--- config.mk ---
export PLATFORM = sky130hd
export DESIGN_NAME = seq_array_divider
export DESIGN_NICKNAME = d
export VERILOG_FILES = /design/src/rtl/divider_pkg.sv /design/src/rtl/fulladd.sv /design/src/rtl/sub_ripple.sv /design/src/rtl/seq_array_divider.sv
export SDC_FILE = /design/constraint.sdc
export NUM_CORES = 1
export LEC_CHECK = 0
export CAP_MARGIN = 20
export CORE_AREA = 2 2 76 78
export DETAILED_ROUTE_END_ITERATION = 16
export DIE_AREA = 0 0 78 80
export SLEW_MARGIN = 20
export SYNTH_ARGS = -nofsm -noshare
export SYNTH_HDL_FRONTEND = slang
export SYNTH_SLANG_ARGS = --single-unit
--- constraint.sdc ---
create_clock -name clk -period 3.4 [get_ports clk]
set_clock_uncertainty 0.2 [all_clocks]
set_input_delay 0.68 -clock clk [delete_from_list [all_inputs] [get_ports clk]]
set_output_delay 0.68 -clock clk [all_outputs]
set_load 0.005 [all_outputs]
--- src/rtl/divider_pkg.sv ---
// Shared widths and FSM encoding for the sequential restoring divider.
package divider_pkg;

    localparam int N_DEF = 8;
    localparam int M_DEF = 4;

    typedef enum logic [1:0] {
        ST_IDLE = 2'd0,
        ST_CALC = 2'd1,
        ST_DONE = 2'd2
    } state_t;

endpackage

--- src/rtl/fulladd.sv ---
// One-bit full adder cell shared with the array multiplier.
module fulladd (
    input  logic a,
    input  logic b,
    input  logic cin,
    output logic s,
    output logic cout
);

    assign s    = a ^ b ^ cin;
    assign cout = (a & b) | (a & cin) | (b & cin);

endmodule

--- src/rtl/sub_ripple.sv ---
// Ripple-borrow subtractor a - b built as a + ~b + 1 from full adders.
// nob is the final carry: high when a >= b.
module sub_ripple #(
    parameter int W = 5
) (
    input  logic [W-1:0] a,
    input  logic [W-1:0] b,
    output logic [W-1:0] diff,
    output logic         nob
);

    logic [W:0] c;

    assign c[0] = 1'b1;

    for (genvar i = 0; i < W; i++) begin : g_bit
        fulladd u_fa (
            .a   (a[i]),
            .b   (~b[i]),
            .cin (c[i]),
            .s   (diff[i]),
            .cout(c[i+1])
        );
    end

    assign nob = c[W];

endmodule

--- src/rtl/seq_array_divider.sv ---
// Sequential restoring divider: one quotient bit per clock behind a
// start/busy/done handshake, with a one-cycle divide-by-zero path.
//
// state   | meaning
// IDLE    | waiting for start; operands latched on the accepting edge
// CALC    | shifting in one quotient bit per edge, N edges total
// DONE    | done pulse, result registers hold the new result
module seq_array_divider
    import divider_pkg::*;
#(
    parameter int N = N_DEF,
    parameter int M = M_DEF
) (
    input  logic         clk,
    input  logic         rst,
    input  logic         start,
    input  logic [N-1:0] dividend,
    input  logic [M-1:0] divisor,
    output logic [N-1:0] quotient,
    output logic [M-1:0] remainder,
    output logic         busy,
    output logic         done,
    output logic         div_zero
);

    localparam int CW = $clog2(N);
    localparam logic [CW-1:0] LAST = CW'(N - 1);

    state_t        state;
    logic [N-1:0]  dq;
    logic [M-1:0]  dv;
    logic [M:0]    pr;
    logic [CW-1:0] cnt;

    logic [M:0]    t;
    logic [M:0]    diff;
    logic          q_bit;
    logic [M:0]    pr_next;
    logic          pr_msb_unused;

    // pr[M] is always 0 after a restoring step; only the low bits feed t
    assign pr_msb_unused = pr[M];

    assign t       = {pr[M-1:0], dq[N-1]};
    assign pr_next = q_bit ? diff : t;

    sub_ripple #(.W(M + 1)) u_sub (
        .a   (t),
        .b   ({1'b0, dv}),
        .diff(diff),
        .nob (q_bit)
    );

    always_ff @(posedge clk) begin
        if (rst) begin
            state     <= ST_IDLE;
            dq        <= '0;
            dv        <= '0;
            pr        <= '0;
            cnt       <= '0;
            quotient  <= '0;
            remainder <= '0;
            busy      <= 1'b0;
            done      <= 1'b0;
            div_zero  <= 1'b0;
        end else begin
            done <= 1'b0;
            case (state)
                ST_IDLE: begin
                    if (start) begin
                        if (divisor != '0) begin
                            dq    <= dividend;
                            dv    <= divisor;
                            pr    <= '0;
                            cnt   <= '0;
                            busy  <= 1'b1;
                            state <= ST_CALC;
                        end else begin
                            quotient  <= '1;
                            remainder <= dividend[M-1:0];
                            div_zero  <= 1'b1;
                            done      <= 1'b1;
                            state     <= ST_DONE;
                        end
                    end
                end
                ST_CALC: begin
                    pr  <= pr_next;
                    dq  <= {dq[N-2:0], q_bit};
                    cnt <= cnt + 1'b1;
                    if (cnt == LAST) begin
                        quotient  <= {dq[N-2:0], q_bit};
                        remainder <= pr_next[M-1:0];
                        div_zero  <= 1'b0;
                        busy      <= 1'b0;
                        done      <= 1'b1;
                        state     <= ST_DONE;
                    end
                end
                ST_DONE: begin
                    state <= ST_IDLE;
                end
                default: begin
                    busy  <= 1'b0;
                    state <= ST_IDLE;
                end
            endcase
        end
    end

endmodule

==> results.tsv <==
stage	metric	value	unit
global_route	grt.overflow.total	0	
worst_setup_path	rr_endpoint	remainder[2]$_SDFFE_PP0P_	
route	vias	1306	
placed_design	dp.cells	270	
die	io_pins	30	
min_path	min-delay-start	remainder[3]$_SDFFE_PP0P_	
placed_design	port_buffers	29	
pwr	clkPwrFrac	0.334	
global_route	antenna_found_initial	0	
min_path	min_to	remainder[3]$_SDFFE_PP0P_	
cts	cts_resized	0	
timing	fin_crit_sh	0.844	
pwr	p_per_area	451	mW/mm^2
worst_setup_path	r2r_start	dq[7]$_SDFFE_PP0P_	
timing	fmax	0.348	GHz
pwr	ir_worst_vdd	250	uV
placed_design	dp_hpwl	2560	um
cts	clkLatencyLatePin	0.29	ns
cells_and_area	nNetsFinal	226	
global_route	grt_usage	0.124	
route	wl	3530	um
timing	fin_tns_setup	0	ns
pwr	seqPwrFrac	0.510	
route	post_drt_wl_per_cell	12.7	um
outcome	status	completed	
worst_setup_path	cpMostUsedCell	inv_1	
die	die_width	78	um
cts	cts_max_level	2	
worst_setup_path	worst-r2r-setup-slack	0.53	ns
die	start_util	0.295	
synthesis	yosysUniqueCellTypes	33	
worst_setup_path	cp_cell_sequence	inv_1 > ha_1 > inv_1 > fa_1 > inv_1 > fa_1 > inv_1 > fa_1 > or2_2 > a211oi_1 > a21oi_1 > a21oi_2	
flow_run	max_cap_viol_count	0	
pwr	p_int	0.656	mW
cts	post_cts_buffers	0	
route	vias_per_cell	4.70	
cells_and_area	drive_gt1_frac	0.126	
worst_setup_path	ff2ff_path_depth	12	
timing	tightest_slew	0.732	ns
timing	finalCriticalPeriod	2.87	ns
die	die_y	80	um
worst_setup_path	cp.required	3.44	ns
die	rows	27	
global_route	grt_pass1_wl	5910	um
timing	rsz0062_at_grt	false	
cts	cts_tree	built	
global_route	grt_pass1_vias	1263	
route	antenna_left	0	
timing	relSlewSlack	0.512	
pwr	p_sw_frac	0.281	
synthesis	synth_warnings	0	
cts	clockRootBuffer	clkbuf_8	
worst_setup_path	cp_slowest_stage_delay	0.44	ns
die	core	0.00541	mm^2
cts	cts_inserted_buffers	5	
pwr	power	0.912	mW
worst_setup_path	arrival	2.91	ns
synthesis	netlist_area	0.00159	mm^2
route	drtIter0Drc	70	
worst_setup_path	criticalPathCategory	reg -> reg	
timing	finalMaxSlewViolations	0	
synthesis	ys_seq_elements	36	
cells_and_area	syn_to_final_growth	27.0	%
cts	clock-sinks	36	
cells_and_area	fillers	584	
worst_setup_path	path_buf_inv	4	
worst_setup_path	start_kind	flip-flop	
route	drt_first_pass_iters	4	
timing	hold_viol	0	
cells_and_area	fin_util	0.375	
worst_setup_path	critical_path.endpoint_type	flip-flop	
cells_and_area	finish.instance_area	0.00202	mm^2
die	die-area	0.00624	mm^2
pwr	p_sw	0.257	mW
pwr	p_leak	0.752	nW
cells_and_area	layout.cells.non_filler	278	
min_path	worstHoldPathCells	2	
cts	clockBufferDepth	2	
global_route	grt_max_degree	23	
cts	clk_pin_slew_worst_paths	0.08	ns
placed_design	placed_cell_area	0.00194	mm^2
cells_and_area	diodes	0	
placed_design	gp_congestion	0.845	
worst_setup_path	worst_path_max_delay_cell	fa_1	
synthesis	syn-num-nets	198	
pwr	combPwrFrac	0.156	
worst_setup_path	crit_family	adder cells	
timing	setup_viol	0	
min_path	hold_class	reg -> reg	
cts	cts_hold_buffers	0	
synthesis	syn_area_per_cell	9.01	um^2
worst_setup_path	path_max_fanout	5	
synthesis	postSynthCellCount	177	
synthesis	synth_seq_area_share	0.452	
route	drc	0	
==> final cells by class <==
type	instances	area, um^2	share of cell area
repair buffers	33	320	0.158
clock buffers	5	68.8	0.0340
flip-flops and latches	36	721	0.356
inverters	9	33.8	0.0167
multi-input cells	120	772	0.381
clock inverters	3	18.8	0.00927
well taps	72	90.1	0.0445
==> registers in the layout (all words and copies together) (netlist names) <==
signal	flops
done	1
quotient	8
div_zero	1
remainder	4
dv	4
busy	1
pr	4
state	2
dq	8
cnt	3
==> stage by stage <==
step                      worst slack, ns  hold slack, ns
after floorplan                     0.639           0.252
after detailed placement            0.496           0.261
final                               0.530           0.267
after global placement              0.427           0.259
after CTS                           0.547           0.272
after global routing                0.371           0.301
==> synth_stat cells <==
master,n,share of area
a211oi_1,2,0.0094
a21oi_1,13,0.041
a21oi_2,1,0.0055
a311oi_1,1,0.0055
a31oi_1,10,0.039
and2_2,2,0.0094
buf_4,3,0.014
buf_6,1,0.0071
clkbuf_1,7,0.016
clkbuf_4,1,0.0047
dfxtp_1,36,0.45
fa_1,3,0.038
ha_1,3,0.024
inv_1,9,0.021
mux2i_1,4,0.025
nand2_1,25,0.059
nand2b_1,5,0.020
nand3_1,5,0.016
nand3b_1,1,0.0047
nor2_1,10,0.024
nor2b_1,1,0.0039
nor3_1,3,0.0094
nor4_1,1,0.0039
o21ai_0,13,0.041
o21ai_1,1,0.0031
o21ai_2,1,0.0055
o21bai_1,2,0.0094
o221a_2,7,0.049
o2bb2ai_1,2,0.011
o31ai_4,1,0.013
or2_2,1,0.0039
or2b_1,1,0.0047
or4_4,1,0.0071
==> cells by family after synthesis <==
kind of cell,Yosys count,share of synthesized area
multiplexers,4,0.0251
buffers and inverters,21,0.0636
AO/OA/AOI/OAI,54,0.233
AND/OR/NAND/NOR,56,0.165
flip-flops,36,0.452
adder cells (fa/ha/maj),6,0.0612
==> power groups by stage <==
stage               combinational (mW)  clock [mW]  sequential, mW
floorplan                       0.0987           0           0.468
detailed placement               0.144           0           0.475
finish                           0.143       0.305           0.465
global placement                 0.143           0           0.474
CTS                              0.145       0.316           0.465
global route                     0.162       0.336           0.468
==> worst reg2reg max path, delay by kind of cell, from the launching register on <==
kind	cells	cell delay (ns)
compound gates	3	0.59
fa+ha+maj	4	1.10
flops	1	0.33
buf+inv	4	0.24
simple gates	1	0.35
==> layer usage <==
layer | track usage | vias to the layer above | part of all wire
li1 | - | 676 | -
met1 | 0.151 | 596 | 0.48
met2 | 0.200 | 28 | 0.46
met3 | 0.0328 | 6 | 0.040
met4 | 0.0632 | 0 | 0.020
met5 | 0 | - | 0
==> how the worst max path moves through the flow <==
stage | start | to | slack, ns | cells after the start
after CTS | dq[7]$_SDFFE_PP0P_ | remainder[2]$_SDFFE_PP0P_ | 0.55 | 12
after floorplan | dq[7]$_SDFFE_PP0P_ | remainder[2]$_SDFFE_PP0P_ | 0.64 | 13
after global routing | dq[7]$_SDFFE_PP0P_ | remainder[0]$_SDFFE_PP0P_ | 0.37 | 12
after detailed placement | divisor[3] | dq[7]$_SDFFE_PP0P_ | 0.50 | 5
final | dq[7]$_SDFFE_PP0P_ | remainder[2]$_SDFFE_PP0P_ | 0.53 | 12
after global placement | divisor[3] | dq[7]$_SDFFE_PP0P_ | 0.43 | 5
==> placed cells by master, fill, tap and decap left out, drive strengths merged, types with 2 or more instances in the layout <==
master,count
mux2i,4
o21ai,15
o221a,7
dfxtp,36
clkbuf,5
o21bai,2
buf,4
clkinv,3
nand3,5
and2,2
nand2,25
fa,3
nand2b,5
a21oi,14
nor2,10
ha,3
nor3,3
o2bb2ai,2
clkdlybuf4s50,29
inv,9
a211oi,2
a31oi,10
Note: power is estimated with default switching activity, not from simulation.
